**src/rtl/if_prefetch_stage.sv**
```systemverilog
`default_nettype none
// ============================================================================
// Module   : if_prefetch_stage
// Purpose  : Instruction-fetch stage of the 5-stage MIPS core. Issues word
//            fetches over a request/response memory handshake, buffers the
//            returned words in a small prefetch FIFO and loads one
//            instruction per cycle into the IF/ID register. Honours the
//            decode stall and flushes everything on a branch/jump redirect.
// Ports    : clock, reset_n            - clock, async active-low reset
//            imem_req/addr/ready       - fetch request channel
//            imem_rvalid/rdata         - in-order fetch response channel
//            stall                     - hold IF/ID (load-use hazard)
//            redirect, redirect_pc     - taken branch/jump, new fetch address
//            ifid_ir/pc/valid          - IF/ID pipeline register
// Revision : 1.0 - initial release
// ============================================================================
module if_prefetch_stage #(
   parameter logic [31:0] RESET_PC = 32'h0000_0000,
   parameter int          DEPTH    = 4,
   parameter logic [31:0] NOP      = 32'h0000_0000
) (
   input  logic        clock,
   input  logic        reset_n,
   output logic        imem_req,
   output logic [31:0] imem_addr,
   input  logic        imem_ready,
   input  logic        imem_rvalid,
   input  logic [31:0] imem_rdata,
   input  logic        stall,
   input  logic        redirect,
   input  logic [31:0] redirect_pc,
   output logic [31:0] ifid_ir,
   output logic [31:0] ifid_pc,
   output logic        ifid_valid
);

   localparam int c_AW = $clog2(DEPTH);
   localparam int c_CW = c_AW + 1;
   localparam logic [c_CW:0] c_CREDIT = DEPTH[c_CW:0];
   localparam logic [c_CW-1:0] c_FULL = DEPTH[c_CW-1:0];

   logic [31:0]     r_fetch_pc;
   logic [31:0]     r_resp_pc;
   logic [c_CW-1:0] r_outstanding;
   logic [c_CW-1:0] r_drop;
   logic [c_CW-1:0] r_count;
   logic [c_AW-1:0] r_wptr;
   logic [c_AW-1:0] r_rptr;
   logic [31:0]     r_mem_ir [DEPTH];
   logic [31:0]     r_mem_pc [DEPTH];

   logic            w_accept;
   logic            w_discard;
   logic            w_push;
   logic            w_pop;
   logic            w_empty;
   logic [c_CW:0]   w_inflight;
   logic [31:0]     w_redirect_pc;
   logic            w_unused_pc_bits;

   // Credit: buffered words plus live requests never exceed the FIFO size,
   // so every live response is guaranteed a free slot. Dropped (stale)
   // responses never push and therefore consume no credit.
   assign w_inflight = {1'b0, r_count} + {1'b0, r_outstanding};
   assign imem_req   = reset_n && !redirect && (w_inflight < c_CREDIT);
   assign imem_addr  = r_fetch_pc;
   assign w_accept   = imem_req && imem_ready;

   // A response in the redirect cycle belongs to the flushed stream.
   assign w_discard  = imem_rvalid && (redirect || (r_drop != '0));
   assign w_push     = imem_rvalid && !w_discard;
   assign w_empty    = (r_count == '0);
   assign w_pop      = !redirect && !stall && !w_empty;

   assign w_redirect_pc    = {redirect_pc[31:2], 2'b00};
   assign w_unused_pc_bits = ^redirect_pc[1:0];

   always_ff @(posedge clock or negedge reset_n) begin
      if (!reset_n) begin
         r_fetch_pc    <= RESET_PC;
         r_resp_pc     <= RESET_PC;
         r_outstanding <= '0;
         r_drop        <= '0;
         r_count       <= '0;
         r_wptr        <= '0;
         r_rptr        <= '0;
         ifid_ir       <= NOP;
         ifid_pc       <= 32'h0000_0000;
         ifid_valid    <= 1'b0;
      end else if (redirect) begin
         r_fetch_pc    <= w_redirect_pc;
         r_resp_pc     <= w_redirect_pc;
         // Everything still in flight becomes stale; a coincident response
         // retires one of those stale words immediately.
         r_drop        <= r_drop + r_outstanding - c_CW'(imem_rvalid);
         r_outstanding <= '0;
         r_count       <= '0;
         r_wptr        <= '0;
         r_rptr        <= '0;
         ifid_ir       <= NOP;
         ifid_valid    <= 1'b0;
      end else begin
         if (w_accept) begin
            r_fetch_pc <= r_fetch_pc + 32'd4;
         end
         if (w_push) begin
            r_resp_pc <= r_resp_pc + 32'd4;
            r_wptr    <= r_wptr + c_AW'(1);
         end
         if (imem_rvalid && (r_drop != '0)) begin
            r_drop <= r_drop - c_CW'(1);
         end
         if (w_pop) begin
            r_rptr <= r_rptr + c_AW'(1);
         end
         r_outstanding <= r_outstanding + c_CW'(w_accept) - c_CW'(w_push);
         r_count       <= r_count + c_CW'(w_push) - c_CW'(w_pop);

         if (!stall) begin
            if (!w_empty) begin
               ifid_ir    <= r_mem_ir[r_rptr];
               ifid_pc    <= r_mem_pc[r_rptr];
               ifid_valid <= 1'b1;
            end else begin
               ifid_ir    <= NOP;
               ifid_valid <= 1'b0;
            end
         end
      end
   end

   // FIFO storage carries no reset; occupancy is tracked by r_count.
   always_ff @(posedge clock) begin
      if (w_push) begin
         r_mem_ir[r_wptr] <= imem_rdata;
         r_mem_pc[r_wptr] <= r_resp_pc;
      end
   end

   // The credit scheme makes a push into a full FIFO impossible.
   always_ff @(posedge clock) begin
      if (reset_n) begin
         assert (!(w_push && (r_count == c_FULL)));
      end
   end

endmodule
`default_nettype wire
```
**config.mk**
```make
export PLATFORM = sky130hd
export DESIGN_NAME = if_prefetch_stage
export DESIGN_NICKNAME = d
export VERILOG_FILES = /design/src/rtl/if_prefetch_stage.sv
export SDC_FILE = /design/constraint.sdc
export NUM_CORES = 1
export LEC_CHECK = 0
export CAP_MARGIN = 20
export CELL_PAD_IN_SITES_DETAIL_PLACEMENT = 1
export CELL_PAD_IN_SITES_GLOBAL_PLACEMENT = 1
export CORE_MARGIN = 2
export CORE_UTILIZATION = 35
export CTS_BUF_LIST = sky130_fd_sc_hd__clkbuf_8
export CTS_CLUSTER_DIAMETER = 40
export DETAILED_ROUTE_END_ITERATION = 16
export GPL_TIMING_DRIVEN = 1
export PLACE_DENSITY = 0.66
export SETUP_SLACK_MARGIN = 0.02
export SLEW_MARGIN = 20
export SYNTH_ARGS = -nofsm -noshare
export SYNTH_HDL_FRONTEND = slang
export SYNTH_SLANG_ARGS = --single-unit
```
**constraint.sdc**
```tcl
create_clock -name clock -period 4.55 [get_ports clock]
set_clock_uncertainty 0.2 [all_clocks]
set_input_delay 0.91 -clock clock [delete_from_list [all_inputs] [get_ports clock]]
set_output_delay 0.91 -clock clock [all_outputs]
set_load 0.02 [all_outputs]
```
* Word level (Yosys, flattened, before mapping)
Memories as Yosys holds them, arrays and structs flattened. A register that Yosys moved wholly into a read port is not among the register bits. Index checks and enable logic that the tools add are counted.
Storage, ports and cells: flip-flop bits (word level) 110, latch bits 0, memory bits (writable) 256, ROM bits 0, logic and storage cells 69, memories kept 2
Memory list:
- r_mem_ir | words 4, width 32, rd ports 1, clocked after Yosys merged registers in 0, wr ports 1, RTL line 49 | logic [31:0] r_mem_ir [DEPTH];
- r_mem_pc | words 4, width 32, rd ports 1, clocked after Yosys merged registers in 1, wr ports 1, RTL line 50 | logic [31:0] r_mem_pc [DEPTH];
Operators by class: $add $sub $neg 12, $mul 0, div/mod/pow operators 0, order comparisons 1, equal/unequal tests 1, shift-type cells 0, mux-type cells 20, bitwise logic cells 3, reductions and logical operators 21
Operators by type and width (count):
- 32-bit 2-to-1 mux | 7
- 32-bit by 3-bit adder with 32-bit output, second input constant | 2
- 3-bit 2-to-1 mux | 4
- 3-bit by 1-bit subtractor with 3-bit output | 3
- 1-bit logical AND | 8
- 2-bit 2-to-1 mux | 4
- 2-bit nonzero test | 4
- 3-bit by 1-bit adder with 3-bit output | 2
- 1-bit logical NOT | 5
- 1-bit 2-to-1 mux | 5
- 2-bit by 1-bit adder with 2-bit output, second input constant | 2
- 3-bit by 3-bit adder with 4-bit output | 1
- 4-bit by 3-bit less-than comparator with 1-bit output, second input constant | 1
- 3-bit adder | 1
- 3-bit logical NOT | 1
- 1-bit NOT | 3
- 3-bit AND reduction | 1
- 3-bit nonzero test | 1
- 3-bit by 1-bit subtractor with 3-bit output, second input constant | 1
- 2-bit by 1-bit inequality test with 1-bit output, second input constant | 1
- 1-bit logical OR | 1

* Logic depth before layout (Yosys ltp)
depth in word-level cells 8, depth in mapped cells 12, depth with buffers taken out 12

* Worst setup path before layout
Ideal clock, no wire load.
path kind input to register, start input port redirect, end memory r_mem_ir[0][0], enable pin, setup time 0.426 ns, arrival 2.992 ns, data required time 3.924 ns, path slack 0.931 ns, cell stages on the path 4, buffers on the path 2, cell sequence buf_2 clkbuf_1 nor2_1 and2_1
Between the ends: longest elaborated chain between the ends 6
Ends and longest elaborated chain:
- start: declaration | RTL line 30 | input logic redirect,
- 1-bit logical OR | RTL line 70 | assign w_discard = imem_rvalid && (redirect || (r_drop != '0));
- 1-bit logical AND | RTL line 70
- 1-bit logical NOT | RTL line 71 | assign w_push = imem_rvalid && !w_discard;
- 1-bit logical AND | RTL line 71
- 1-bit 2-to-1 mux | RTL line 134 | if (w_push) begin
- 1-bit 2-to-1 mux (not written as such) | RTL line 135 | r_mem_ir[r_wptr] <= imem_rdata;
- end: declaration | RTL line 49
No other way between the ends.

* Worst setup path in the final report
start register r_outstanding[2], end output port imem_req
Between the ends: longest elaborated chain between the ends 3
Ends and longest elaborated chain:
- start: declaration | RTL line 44 | logic [c_CW-1:0] r_outstanding;
- start signal: assignment | RTL line 116 | r_outstanding <= r_outstanding + c_CW'(w_accept) - c_CW'(w_push);
- 3-bit by 3-bit adder with 4-bit output | RTL line 64 | assign w_inflight = {1'b0, r_count} + {1'b0, r_outstanding};
- 4-bit by 3-bit less-than comparator with 1-bit output | RTL line 65 | assign imem_req = reset_n && !redirect && (w_inflight < c_CREDIT);
- 1-bit logical AND | RTL line 65
- end: declaration | RTL line 24 | output logic imem_req,
No other way between the ends.

==> results.md <==
* Startpoint Class: flop
* Final period util at 0.845
* DP Worst Slack at 0.802 ns
* Met2 Wirelength at 17,300 µm
* Final WS setup at 0.706 ns
* Total GRT Usage at 0.165
* Initial DRC Count at 371
* Uppermost layer routed: met4
* Avg WL per Cell at 20.7 µm
* Final setup fails at 0
* Antenna Diode Count at 0
* Pwr dens at 520 mW/mm²
* CP Max Fanout at 3
* GRT overflow at 0
* H-tree lvl count at 3
* Cell area after layout at 0.0195 mm²
* WL met1 at 16,900 µm
* First-pass GRT wire length at 58,200 µm
* Post-synth EDFFs at 248
* Synthesized area at 0.0154 mm²
* Worst Hold Class: in -> async
* CTS Buffer Depth at 3
* Area of placed instances at 0.0179 mm²
* Worst Setup End Kind: output port
* Sequential element share of the synthesized area at 0.702
* RSZ-0062 raised after global routing: false
* Final WL at 36,900 µm
* Number of setup buffers added after CTS at 0
* DR pass1 iterations at 5
* Via density at 4.97
* Max IR drop VDD at 222 µV
* Status: finished clean
* Mapped Cells at 918
* Prevailing post-synth register cell: edfxtp_1
* Wire length on met3 at 1970 µm
* Number of max-cap violations at 0
* Detailed placer's ending HPWL at 23,300 µm
* Critical path arrival at 2.73 ns
* Unique masters post-synth at 53
* Post-CTS Resized at 0
* Avg Synthesized Cell Area at 16.8 µm²
* Starting Density at 0.356
* PortBufs at 161
* Die H at 214 µm
* Final #Nets at 1,226
* Initial antenna violation count at 0
* Hold_buf cts at 0
* Fin. Hold Viols at 0
* Crit path time final at 3.84 ns
* Fmax at 260 MHz
* Layout area overhead at 26.0%
* Most common cell after layout, fill and taps aside: edfxtp_1
* Vias in the first global route at 9,776
* I/O Pins at 168
* Synth Register Bits at 384
* Clock Sink Count at 384
* Clk Tree Root Cell: clkbuf_8
* Worst Path Required at 3.44 ns
* Remaining DRCs at 0
* Chip width at 214 µm
* P_leak at 7.02 nW
* Worst-Margin Slew at 1.03 ns
* Num rows at 76
* CP Class: reg -> out
* Num CTS Buffers at 77
* Final Slew Violations at 0
* Latest clock arrival within the worst-skew pair at 0.62 ns
* CORE AREA at 0.0434 mm²
* Worst slew margin at 0.310
* Yosys warning count at 0
* Via count at 8,873
* Global placement routability congestion at 0.745
* Post-route ant nets at 0
* Fraction of layout instances using a drive strength above 1 at 0.213
* Worst-path clk slew at 0.06 ns
* Filler instances at 4,296
* Die footprint at 0.0458 mm²
* Most frequent cells in the layout: edfxtp_1, clkdlybuf4s50_1, dfrtp_1
* Pin count of the biggest net entering global routing at 66
* CTS tree: built
* Setup TNS at 0 ns
* Async SR Flop Fraction at 0.354
==> worst max-delay path: stages, from the launching register on <==
cell             delay [ns]
dfrtp_1                0.42
ha_1                   0.31
or4b_4                 0.54
nor3_1                 0.21
clkdlybuf4s50_1        0.64
==> layout make-up <==
class	instances	area (µm²)	share of cell area
tap	585	732	0.0376
clock inverter	56	402	0.0206
timing repair buffer	180	1860	0.0957
inverter	25	93.8	0.00482
clock buffer	87	1200	0.0615
sequential	384	10900	0.558
multi-input combinational	468	4330	0.222
==> report_power, final <==
group / switching [mW] / leakage [nW] / internal (mW)
sequential: 0.352 / 3.94 / 4.09
clock: 1.53 / 0.883 / 2.05
combinational: 0.998 / 2.20 / 1.10
==> path summary, 6_finish.rpt <==
check / to / start / cells after the start / slack [ns]
max in group asynchronous: ifid_ir[25]$_DFFE_PN0P_ / reset_n / 3 / 2.62
min reg2reg: ifid_valid$_DFFE_PN0P_ / ifid_valid$_DFFE_PN0P_ / 1 / 0.27
max reg2reg: r_outstanding[2]$_DFF_PN0_ / r_outstanding[2]$_DFF_PN0_ / 11 / 1.27
max: imem_req / r_outstanding[2]$_DFF_PN0_ / 4 / 0.71
min: ifid_ir[7]$_DFFE_PN0P_ / reset_n / 2 / 0.27
min in group clock: ifid_valid$_DFFE_PN0P_ / ifid_valid$_DFFE_PN0P_ / 1 / 0.27
==> cells in the mapped netlist (all sizes together) (2+ instances only) <==
| cell type | count | share of area |
|---|---|---|
| a21oi | 6 | 0.0019 |
| a22o | 32 | 0.018 |
| a31oi | 9 | 0.0036 |
| and2 | 6 | 0.0024 |
| and3 | 15 | 0.0061 |
| buf | 19 | 0.0072 |
| clkbuf | 25 | 0.0061 |
| dfrtp | 136 | 0.22 |
| edfxtp | 248 | 0.48 |
| fa | 3 | 0.0039 |
| ha | 17 | 0.014 |
| inv | 25 | 0.0061 |
| mux2 | 48 | 0.035 |
| mux2i | 2 | 0.0013 |
| mux4 | 62 | 0.090 |
| nand2 | 49 | 0.012 |
| nand3 | 31 | 0.010 |
| nand3b | 3 | 0.0015 |
| nand4 | 23 | 0.0097 |
| nor2 | 31 | 0.0075 |
| nor2b | 3 | 0.0012 |
| nor3 | 7 | 0.0023 |
| nor3b | 2 | 0.00097 |
| nor4 | 6 | 0.0032 |
| o211ai | 8 | 0.0039 |
| o21ai | 34 | 0.011 |
| o311ai | 4 | 0.0023 |
| or2 | 2 | 0.00081 |
| or3 | 3 | 0.0012 |
| xnor2 | 26 | 0.015 |
| xor2 | 22 | 0.012 |
==> registers in the layout, summed over array words and instances (netlist names) <==
name           count
r_resp_pc         30
r_rptr             2
ifid_valid         1
r_outstanding      3
r_mem_pc         120
r_count            3
r_drop             3
r_wptr             2
ifid_ir           32
imem_addr         30
r_mem_ir         128
ifid_pc           30
==> metal layers <==
layer | vias to the layer above | global-route usage
li1 | 3999 | -
met1 | 4577 | 0.222
met2 | 238 | 0.261
met3 | 59 | 0.0417
met4 | 0 | 0.0569
met5 | - | 0
==> kinds of logic (layout without fill, tap and decap cells) <==
logic type | count (synthesis) | count (layout) | synth area share
and+or+nand+nor | 186 | 186 | 0.0629
xor gates and xnor gates | 48 | 48 | 0.0272
DFF | 384 | 384 | 0.702
adders and majority gates | 20 | 20 | 0.0177
buffers and inverters | 69 | 348 | 0.0194
other | 1 | 4 | 0.000243
muxes | 112 | 112 | 0.127
AOI/OAI and AO/OA | 98 | 98 | 0.0436
==> per-stage QoR <==
| stage | power (mW) | hold WS [ns] | instances | util |
|---|---|---|---|---|
| final | 10.1 | 0.270 | 1785 | 0.449 |
| after global routing | 10.6 | 0.305 | 1785 | 0.449 |
| after CTS | 10.3 | 0.268 | 1785 | 0.449 |
| after detailed placement | 6.67 | 0.270 | 1642 | 0.412 |
| after global placement | 6.61 | 0.258 | 1642 | 0.412 |
| after floorplan | 5.71 | 0.276 | 921 | - |
(Power assumes the default switching activity.)
==> RTL edit 1: new RTL, config.mk and constraints unchanged <==
`DEPTH`: 4 -> 2.
--- a/src/rtl/if_prefetch_stage.sv
+++ b/src/rtl/if_prefetch_stage.sv
@@ -18,3 +18,3 @@
    parameter logic [31:0] RESET_PC = 32'h0000_0000,
-   parameter int          DEPTH    = 4,
+   parameter int          DEPTH    = 2,
    parameter logic [31:0] NOP      = 32'h0000_0000
Check against the original RTL: not equivalent (Yosys sat finds a counterexample within 4 cycles, from zero or initial values and one cycle with reset_n low).
==> RTL edit 1 against the original RTL <==
Cell area decreased by 31%. Sequential cell count down 129. Combinational power shrank 39%. Critical path depth increased by 1. Sequential share of layout area down 3.6 points. Largest cell class unchanged. Power down 37%. Wire length decreased by 29%. Synthesized area fell by 32%. Maximum frequency is 1.5% lower. Worst setup slack lost 0.058 ns. Non-clock buffer count shrank 6. Highest routed layer unchanged. Utilization grew 0.50 points.
==> RTL edit 1: results (changes against the original RTL) <==
Critical path
  – Critical Path AT: 2.79 ns (+0.06 ns)
  – CP max stage delay: 0.61 ns (-0.03 ns)
  – Crit path max-delay family: buffers and inverters
  – Worst Path Max Fanout: 4 (+1)

Global routing
  – GRT Total Usage: 0.170 (+0.00550)
  – First-pass GRT wire length: 41,600 microns (-29%)
  – Vias in the first global route: 7,393 (-24%)
  – Largest net degree at the start of global routing: 74 (+12%)

Worst hold path
  – Hold Crit Class: in -> async

Synth
  – Post-synth EDFFs: 124 (-50%)
  – Distinct cell type count after synthesis: 46 (-13%)
  – Synth area leaders: edfxtp_1, dfrtp_1, mux2i_1, o21ai_0, nand2_1
  – Asr flop ratio synth: 0.514 (+0.160)
  – Commonest cells in the netlist: dfrtp_1, edfxtp_1, nand2_1, o21ai_0, mux2i_1
  – Seq/Total Area, Yosys: 0.669 (-0.0330)

Cells and area
  – # diodes: 0 (unchanged)
  – Ratio of cells with drive above 1 in the final layout: 0.0951 (-0.118)
  – Layout Nets: 1,073 (-12%)

CTS
  – Total CTS buffers: 46 (-40%)
  – CTS Root Cell: clkbuf_8
  – H-tree Lvls: 2 (-1)

Power
  – Comb. pwr: 1.29 mW (-39%)
  – VDD IR max: 0.151 mV (-32%)
  – Sequential group share of total power: 0.470 (+0.031)
  – Logic pwr share: 0.203 (-0.004)
  – Leakage power: 5.05 nW (-28%)

Drt
  – Vias/cell: 4.96 (-0.19%)
  – DRT Wirelength: 26,200 microns (-29%)
  – 1st-iter DRT viols: 345 (-7.0%)
  – First-pass DRT Iterations: 4 (-1)

Outcome
  – Outcome: completed

Die
  – Standard-cell rows: 63 (-17%)

Place
  – DP Wirelength: 17,300 microns (-25%)

Timing
  – Worst slew margin: 0.310 (-0.000489)
RTL edit 1: final timing paths:
path	endpoint	from	cells after the start	slack [ns]
setup / recovery	imem_req	r_count[0]	5	0.65
hold / removal	ifid_ir[17]	reset_n	1	0.05
setup reg to reg	r_outstanding[1]	r_count[0]	11	1.37
hold reg to reg	ifid_valid	ifid_valid	2	0.28
max in group asynchronous	imem_addr[9]	reset_n	2	2.78
min in group clock	ifid_valid	ifid_valid	2	0.28
RTL edit 1: per-stage QoR:
| stage | cell area, sq um | util | std cells | hold WS [ns] |
|---|---|---|---|---|
| after global placement | 12500 | 0.424 | 1335 | 0.260 |
| final | 13400 | 0.454 | 1420 | 0.0524 |
| after detailed placement | 12500 | 0.424 | 1335 | 0.267 |
| after CTS | 13400 | 0.454 | 1420 | 0.00358 |
| after floorplan | 10500 | - | 812 | 0.263 |
| after global routing | 13400 | 0.454 | 1420 | 0.0303 |
RTL edit 1: metal layers:
metal  share of wire  global-route usage  up-vias  wire, microns
met5               0                   0        -              0
met4           0.020              0.0465        0            519
met3           0.050              0.0348       48           1320
met2            0.45               0.264      204          11900
met1            0.48               0.243     3493          12500
li1                -                   -     3300              -
RTL edit 1: cell type report:
| type | count | area [sq um] |
|---|---|---|
| clock inverter | 35 | 201 |
| clock buffer | 50 | 688 |
| sequential | 255 | 7010 |
| tap | 390 | 488 |
| inverter | 18 | 67.6 |
| fill | 3112 | 16100 |
| multi-input combinational | 498 | 3240 |
| timing repair buffer | 174 | 1730 |
RTL edit 1: logic make-up after synthesis:
logic type / count (synthesis) / share of synthesized area
fa+ha+maj: 10 / 0.0127
compound gates: 126 / 0.0681
xor+xnor: 49 / 0.0410
flops: 255 / 0.669
simple gates: 230 / 0.107
buf+inv: 59 / 0.0240
mux: 79 / 0.0770
other cells: 1 / 0.000359
==> RTL edit 2: new RTL, same settings <==
Without the edit above. Reset style: synchronous (`reset_n`), changed in one clocked block. Comments in the files are not updated.
--- a/src/rtl/if_prefetch_stage.sv
+++ b/src/rtl/if_prefetch_stage.sv
@@ -77,3 +77,3 @@
 
-   always_ff @(posedge clock or negedge reset_n) begin
+   always_ff @(posedge clock) begin
       if (!reset_n) begin
Check against the original RTL: differs if reset_n is asserted again (counterexample within 4 cycles, from zero or initial values and one cycle with reset_n low); with reset_n held inactive, the same outputs for 4 cycles.
==> RTL edit 2 against the original RTL <==
Cell area shrank 2.4%. Worst hold slack got worse by 0.015 ns. Worst setup slack got worse by 0.088 ns. Synthesized area is 1.7% lower. Highest routed layer unchanged. Wire length rose by 4.1%. Sequential cell count grew 2.
Power is not compared: it rests on default switching activity, and its combinational part moved more than twofold at a synthesized area within 25%.
==> RTL edit 2: results (changes against the original RTL) <==
Place
  – GP Congestion: 0.794 (+6.5%)
  – Pre-CTS setup slack: 0.538 ns (-0.264 ns)
  – Inst Count DP: 1,790 (+9.0%)
  – Area after DPL: 17,600 sq um (-1.8%)
  – DP Wirelength: 24,400 microns (+5.1%)

Synth
  – Seq/Total Area, Yosys: 0.672 (-0.0303)
  – Multiplexer share of the synthesized area: 0.0934 (-0.0333)
  – Synth Area in Adders: 0.0180 (+0.000300)
  – Commonest cells in the netlist: edfxtp_1, dfxtp_1, nand2_1, a21oi_1, nor2_1
  – Synth area leaders: edfxtp_1, dfxtp_1, mux4_2, nand2_1, a21oi_1

Cells and area
  – Multi-input gate area: 4650 sq um (+7.3%)
  – Layout Nets: 1,369 (+12%)
  – Ratio of cells with drive above 1 in the final layout: 0.154 (-0.0594)
  – Number of non-clock buffers in the layout: 185 (+2.8%)
  – Inverters: 22 (-12%)
  – Seq/total area: 0.538 (-0.0198)
  – Layout clock area frac: 0.0759 (-0.00618)
  – Multi-In Gates: 612 (+31%)

CTS
  – Total CTS buffers: 72 (-6.5%)
  – Clk sinks: 386 (+0.52%)

Global routing
  – GR Util met1: 0.235 (+0.0130)
  – Vias in the first global route: 10,200 (+4.7%)
  – GRT Total Usage: 0.173 (+0.00861)

Outcome
  – Outcome: completed

Drt
  – M1 WL: 17,700 microns (+4.7%)
  – Vias/cell: 5.06 (+1.8%)
  – DRT Wirelength: 38,400 microns (+4.1%)

Critical path
  – Critical Path AT: 2.82 ns (+0.09 ns)
  – Worst Path Max Fanout: 8 (+5)
  – RR Startpoint: r_outstanding[2]
  – Crit path max-delay family: buffers and inverters

Worst hold path
  – Hold Crit Class: reg -> reg

Timing
  – Period Utilization, post-route: 0.864 (+0.0193)
-- RTL edit 2: cell types whose count changed after synthesis, moves of 10 or more --
cell | unedited run | this run
clkbuf_1 | 25 | 47
dfxtp_1 | 0 | 138
nand2_1 | 49 | 111
a21oi_1 | 6 | 75
a22o_1 | 32 | 0
dfrtp_1 | 136 | 0
mux2_2 | 46 | 2
a22oi_1 | 0 | 35
xnor2_1 | 26 | 16
nor2_1 | 31 | 63
-- RTL edit 2: power breakdown --
part	switching, mW	total (mW)	internal, mW
Clock	1.49	3.32	1.83
Sequential	0.113	4.00	3.89
Combinational	0.356	0.650	0.294
Total	1.96	7.97	6.01
-- RTL edit 2: stage by stage --
step                hold WS (ns)   util
floorplan                  0.266      -
global placement           0.245  0.408
detailed placement         0.249  0.408
CTS                        0.257  0.442
global route               0.280  0.442
finish                     0.255  0.442
